--- src/rtl/multmod_detect.sv ---
// rtl/multmod_detect.sv - serial MSB-first multiple-of-MOD detector on dual-rail channels
//
// Consumes one bit per four-phase handshake (codeword, then spacer) and answers
// each bit on a dual-rail output: parity1 = value so far is a multiple of MOD,
// parity0 = it is not. Both rails are low except in HOLD.

module multmod_detect #(
  parameter int MOD        = 3,
  parameter int W          = $clog2(MOD),
  parameter int FRAME_BITS = 0
) (
  input  logic         clk,
  input  logic         rst_n,
  input  logic         in0,
  input  logic         in1,
  output logic         parity0,
  output logic         parity1,
  output logic [W-1:0] remainder,
  output logic         err
);

  localparam int        WP        = W + 1;
  localparam logic [W:0] MOD_S    = WP'(MOD);
  localparam logic [15:0] FRAME_LIM = 16'(FRAME_BITS);
  localparam bit        FRAMED    = (FRAME_BITS > 0);

  typedef enum logic [1:0] {
    WAIT_NULL = 2'd0,
    IDLE      = 2'd1,
    HOLD      = 2'd2
  } state_t;

  state_t      state;
  logic [15:0] bit_cnt;

  // Rails as seen by the decoder.
  logic d0;
  logic d1;

`ifdef MULTMOD_SYNC_EN
  logic [1:0] sync0;
  logic [1:0] sync1;

  always_ff @(posedge clk) begin
    if (!rst_n) begin
      sync0 <= 2'b00;
      sync1 <= 2'b00;
    end else begin
      sync0 <= {sync0[0], in0};
      sync1 <= {sync1[0], in1};
    end
  end

  assign d0 = sync0[1];
  assign d1 = sync1[1];
`else
  assign d0 = in0;
  assign d1 = in1;
`endif

  // Codeword decode.
  logic valid;
  logic illegal;
  logic spacer;
  logic bit_in;

  assign valid   = d0 ^ d1;
  assign illegal = d0 & d1;
  assign spacer  = ~d0 & ~d1;
  assign bit_in  = d1;

  // s = 2*remainder + bit never exceeds 2*MOD-1, so one conditional
  // subtract brings it back into range.
  logic [W:0]   s;
  logic [W-1:0] nxt;

  always_comb begin
    s   = {remainder, bit_in};
    nxt = (s >= MOD_S) ? W'(s - MOD_S) : W'(s);
  end

  always_ff @(posedge clk) begin
    if (!rst_n) begin
      state     <= WAIT_NULL;
      parity0   <= 1'b0;
      parity1   <= 1'b0;
      remainder <= '0;
      bit_cnt   <= '0;
      err       <= 1'b0;
    end else if (illegal) begin
      // An illegal codeword freezes everything except the sticky flag.
      err <= 1'b1;
    end else begin
      case (state)
        // A codeword still present when reset lifts must not be counted,
        // so wait for a spacer before accepting data.
        WAIT_NULL: begin
          if (spacer) begin
            state <= IDLE;
          end
        end

        IDLE: begin
          if (valid) begin
            remainder <= nxt;
            parity1   <= (nxt == '0);
            parity0   <= (nxt != '0);
            bit_cnt   <= bit_cnt + 16'd1;
            state     <= HOLD;
          end
        end

        // A different valid codeword without a spacer is ignored here.
        HOLD: begin
          if (spacer) begin
            parity0 <= 1'b0;
            parity1 <= 1'b0;
            state   <= IDLE;
            // The last bit of a frame has already been reported; the clear
            // takes effect on its return-to-zero.
            if (FRAMED && (bit_cnt == FRAME_LIM)) begin
              remainder <= '0;
              bit_cnt   <= '0;
            end
          end
        end

        default: begin
          state <= WAIT_NULL;
        end
      endcase
    end
  end

endmodule

--- config.mk ---
export PLATFORM = sky130hd
export DESIGN_NAME = multmod_detect
export DESIGN_NICKNAME = d
export VERILOG_FILES = /design/src/rtl/multmod_detect.sv
export SDC_FILE = /design/constraint.sdc
export NUM_CORES = 1
export LEC_CHECK = 0
export ABC_AREA = 1
export CORE_AREA = 2 2 39 41
export CTS_CLUSTER_SIZE = 12
export DETAILED_ROUTE_END_ITERATION = 16
export DIE_AREA = 0 0 41 43
export PLACE_DENSITY = 0.57
export SLEW_MARGIN = 20
export SYNTH_ARGS = -nofsm -noshare
export SYNTH_HDL_FRONTEND = slang
export SYNTH_SLANG_ARGS = --single-unit
--- constraint.sdc ---
create_clock -name clk -period 1.35 [get_ports clk]
set_clock_uncertainty 0.05 [all_clocks]
set_input_delay 0.2025 -clock clk [delete_from_list [all_inputs] [get_ports clk]]
set_output_delay 0.2025 -clock clk [all_outputs]
set_load 0.02 [all_outputs]
Word-level counts from Yosys, hierarchy flattened. Cells that the tools add are included.

Bits in registers: 7. Input port bits: 4. Logic and storage cells: 35. Output and inout port bits: 5.

Equal/unequal tests: 5. Bitwise logic cells: 6. Multiplexer cells: 9. Reductions and logical operators: 8. Add/subtract/negate cells: 1. $lt $le $gt $ge: 1.

Operators with widths (count): 2-bit two-way mux (3); 3-bit AND reduction (2); 2-bit logical NOT (2); 2-bit != test, second input constant (2); 1-bit one-hot mux with 2 select lines (2); 2-bit one-hot mux with 2 select lines (1); 4-bit AND reduction (1); 2-bit nonzero test (2); 3-bit by 2-bit >= comparator with 1-bit output, second input constant (1); 1-bit two-way mux (3); 1-bit NOT (3); 1-bit bitwise AND (2); 2-bit by 1-bit equality test with 1-bit output, second input constant (1); 2-bit equality test, second input constant (1); 2-bit by 1-bit != test with 1-bit output, second input constant (1); 2-bit OR reduction (1); 2-bit subtractor, second input constant (1); 1-bit bitwise XOR (1).

Depth between registers and ports, before layout.
Depth after elaboration: 5. Depth in mapped cells: 8. Depth with buffers taken out: 8.

Least setup slack after synthesis. No wires, ideal clock.

Kind: reg2reg. From: register remainder[0]. To: register parity0. Stages on the path, launching flop included: 9. Library setup time: 0.114 ns. Slack: 0.095 ns. Data required time: 1.186 ns. Buffers on the path: 0. Clock period less this slack: 1.255 ns. Data arrival time: 1.091 ns. Cell sequence: dfxtp_1 ha_1 nor2_4 nand2_2 nand2_1 nand2_2 nand2_1 nand2_1 a21oi_2.

Word-level cells in the longest chain between the ends: 5. Elaborated cells between the ends (all ways): 6. Classes of those cells: add/sub (1); order compare (1); mux (3); reduce/logical (1).

Ends and longest elaborated chain: from (decl) (RTL line 18) `output logic [W-1:0] remainder,`; from (signal assigned) (RTL line 105) `remainder <= nxt;`; 3-bit by 2-bit >= comparator with 1-bit output or 2-bit subtractor (tied branches) (RTL line 79) `nxt = (s >= MOD_S) ? W'(s - MOD_S) : W'(s);`; 2-bit two-way mux (*) (RTL line 79); 2-bit nonzero test (*) (RTL line 107) `parity0 <= (nxt != '0);`; 1-bit two-way mux (*) (RTL line 104) `if (valid) begin`; 1-bit one-hot mux with 2 select lines (*) (RTL line 94) `case (state)`; to (signal assigned) (RTL line 107); to (decl) (RTL line 16) `output logic parity0,`.

Every way passes the cells marked *; elsewhere a longest branch is shown, timed or not. The select of a mux whose other input is x is not followed. A chain may end at the register's enable or synchronous reset.

Worst setup path in the final report.
From: register state[0]. To: register state[0].

Word-level cells in the longest chain between the ends: 4. Elaborated cells between the ends (all ways): 8. Classes of those cells: eq/ne (4); mux (1); reduce/logical (3).

Ends and longest elaborated chain: from (decl) (RTL line 33) `state_t state;`; from (signal assigned) (RTL line 84) `state <= WAIT_NULL;`; from (signal assigned) (RTL line 99) `state <= IDLE;`; from (signal assigned) (RTL line 109) `state <= HOLD;`; 2-bit equality test or 2-bit logical NOT (tied branches) (RTL line 94); 2-bit OR reduction (no line); 2-bit by 1-bit != test with 1-bit output (no line); 3-bit AND reduction (no line).

Several ways; a longest one is shown, not always the timed one.

==> key figures <==
Critical path
  – CP cell instances: inv_1 > ha_2 > nor2_2 > nor2_2 > nor2_4 > o21ai_1 > a21oi_1
  – WP data arrival: 1.33 ns
  – Critical path's largest stage delay: 0.33 ns
  – Crit-path slowest cell: dfxtp_2
  – CP Launch Type: register
  – R2r endpoint: state[0]$_SDFFE_PN0P_
  – Flop-to-flop setup slack: 0.11 ns
  – Critical path capture point type: register
  – CP Data Required Time: 1.44 ns
  – Worst r2r src: state[0]$_SDFFE_PN0P_
  – Critical Path Fanout Max: 3
  – Reg2Reg Depth: 7
  – Crit Path Class: reg -> reg
  – CP most frequent cell: nor2_2

Route
  – DR DRC count: 0
  – Via density per instance: 4.39
  – Drt initial violations: 2
  – WL per Instance: 8.82 um
  – Drt total wl: 847 um
  – Post-route antenna net violation count: 0
  – Initial DRT Pass Iterations: 3
  – DR vias: 421

Synthesis
  – Synth area leaders: dfxtp_1 30%, ha_1 16%, nand2_2 9.4%
  – Most common cell in the netlist: nand2_1
  – Register area share after synthesis: 0.299
  – Synthesized flop and latch total: 7
  – Dominant cell type by area after synthesis: dfxtp_1
  – Synth Warn #: 0
  – Async SR Flop Fraction: 0
  – Syn Std Cell Area: 468 um^2
  – Main synth FF type: dfxtp_1
  – Mean Syn Cell Area: 7.55 um^2
  – Post-synth cell types: 15
  – Post-synth EDFFs: 0
  – Top cells by count, synth: 11 x nand2_1, 9 x inv_1, 7 x dfxtp_1, 7 x nand2_2, 6 x ha_1
  – Yosys top cell area share: 0.299
  – Mapped Cells: 62
  – Net Count, Synth: 72

Cells and area
  – Register area: 143 um^2
  – Number of fill cells: 151
  – Finished Cell Area: 636 um^2
  – Multi-input gate area: 285 um^2
  – Ant. Diodes: 0
  – Number of nets in the layout: 91
  – P&R area growth vs syn: 35.8%
  – Share of post-route cells with drive strength above 1: 0.350

GRT
  – Total GRT Usage: 0.130
  – Met3 Use GR: 0.0942
  – Met1 Use GR: 0.142
  – Largest net degree at the start of global routing: 5
  – Met2 Resource Use GR: 0.209
  – GRT Residual Overflow: 0
  – Top Usage Layer GRT: met2
  – Initial antenna violation count: 0
  – First-pass GRT wire length: 1.53 mm
  – Vias in the first global route: 412

Outcome
  – Outcome: complete, no violations

STA
  – Final Hold Fails: 0
  – Final worst-path cycle share: 0.921
  – Fmax: 0.804 GHz
  – Shortest period the worst path allows: 1.24 ns
  – Fin. max-slew vios: 0
  – Worst slew pin tran: 0.216 ns
  – Relative slew margins: 0.857
  – Unrepaired setup endpoints after global routing: no
  – Finish-stage setup viols: 0
  – Fin Setup TNS: 0 ns

Clock tree
  – CTS tree: built
  – CTS Buf Count: 3
  – Post-CTS setup buffers: 0
  – Sink Count: 7
  – Maximum buffer depth of the clock tree: 2
  – Clock slew at reported path FFs: 0.05 ns
  – Root buffer cell: clkbuf_4
  – Clk Latency, worst-skew pair: 0.25 ns
  – Hold_buf cts: 0
  – Htree depth: 1

Placed design
  – Post-DP HPWL: 709 um
  – Input/output buffers: 8
  – Dpl cell area: 613 um^2
  – Routability cong.: 0.688

Pwr
  – Static leakage: 0.321 nW
  – PnR Total Power: 657 uW
  – Pwr Density: 1030 nW/um^2
  – Peak supply drop: 0.695 mV

Floorplan
  – Total I/O pin count: 9
  – Number of core rows: 14
  – Starting Density: 0.338
  – CORE AREA: 1380 um^2
  – Die width: 41 um
  – Die Area: 1760 um^2
  – Die height: 43 um

Job
  – Max-cap check violation count: 0

Worst hold path
  – Worst Hold Class: reg -> reg
  – Hold Path Sink: parity1$_SDFFE_PN0P_
  – Hold path cells: 2
  – Min-delay src: parity1$_SDFFE_PN0P_
==> where the power goes <==
| group | switching (mW) | internal (mW) |
|---|---|---|
| clock network | 0.0790 | 0.113 |
| logic | 0.129 | 0.0951 |
| registers | 0.0127 | 0.229 |
| total | 0.220 | 0.437 |
==> layout by cell type (no fill, tap or decap) <==
| cell | synthesis | final |
|---|---|---|
| o21ai_1 | 4 | 4 |
| clkbuf_1 | 0 | 1 |
| ha_2 | 0 | 1 |
| nor2_2 | 2 | 2 |
| nor2_4 | 3 | 3 |
| a21oi_2 | 1 | 1 |
| ha_1 | 6 | 5 |
| nand3_1 | 2 | 2 |
| nand3_2 | 1 | 1 |
| a21oi_1 | 4 | 4 |
| dfxtp_2 | 0 | 2 |
| clkbuf_4 | 0 | 3 |
| clkdlybuf4s50_1 | 0 | 1 |
| nand2_2 | 7 | 7 |
| inv_2 | 2 | 2 |
| nand2_1 | 11 | 11 |
| inv_1 | 9 | 9 |
| dfxtp_1 | 7 | 5 |
| dlygate4sd2_1 | 0 | 7 |
| clkinv_1 | 1 | 1 |
| nor2_1 | 2 | 2 |
| buf_4 | 0 | 6 |
==> worst max-delay path: cells and delay by family, from the launching register on <==
kind                     cells  cell delay, ns
adder cells (fa/ha/maj)      1            0.23
flip-flops                   1            0.33
AND/OR/NAND/NOR              3            0.26
AO/OA/AOI/OAI                2            0.18
buffers and inverters        1            0.08
==> what timing repair did <==
item | CTS | global route
pin swaps | 5 | 1
setup endpoints to repair | 10 | 4
gates resized for setup | 7 | 3
==> routing by layer <==
| layer | wire (um) | up-vias | share of wire |
|---|---|---|---|
| met1 | 377 | 189 | 0.45 |
| met4 | 0 | 0 | 0 |
| met2 | 412 | 7 | 0.49 |
| met5 | 0 | - | 0 |
| met3 | 56 | 0 | 0.066 |
| li1 | - | 225 | - |
==> logic make-up after synthesis <==
kind of cell / synth area share
AOI/OAI and AO/OA: 0.104
adders and majority gates: 0.160
buffers and inverters: 0.0962
DFF: 0.299
and+or+nand+nor: 0.340
==> through the flow <==
| stage | setup slack [ns] | instances | util | hold slack (ns) |
|---|---|---|---|---|
| floorplan | 0.0953 | 62 | - | 0.250 |
| global placement | -0.275 | 92 | 0.443 | 0.400 |
| detailed placement | -0.312 | 92 | 0.443 | 0.414 |
| CTS | 0.00208 | 96 | 0.456 | 0.418 |
| global route | 0.0245 | 96 | 0.459 | 0.442 |
| finish | 0.106 | 96 | 0.459 | 0.418 |
==> flip-flops by register name, indices dropped and copies added (netlist names) <==
signal and flops:
remainder 2, parity0 1, parity1 1, state 2
err 1
==> cell type report <==
class / instances / area share
flip-flops and latches: 7 / 0.224
clock buffers: 4 / 0.0413
repair buffers: 14 / 0.183
multi-input cells: 43 / 0.449
inverters: 12 / 0.0709
well taps: 16 / 0.0315
==> how the worst max path moves through the flow <==
stage,from,end,slack (ns),cells after the start
floorplan,remainder[0]$_SDFFE_PN0P_,parity0$_SDFFE_PN0P_,0.1,8
global placement,in1,state[1]$_SDFFE_PN0P_,-0.27,9
detailed placement,in1,state[1]$_SDFFE_PN0P_,-0.31,9
CTS,state[0]$_SDFFE_PN0P_,state[0]$_SDFFE_PN0P_,0.002,7
global route,state[0]$_SDFFE_PN0P_,parity0$_SDFFE_PN0P_,0.02,6
finish,state[0]$_SDFFE_PN0P_,state[0]$_SDFFE_PN0P_,0.11,7
Power figures use the tool's default switching activity.
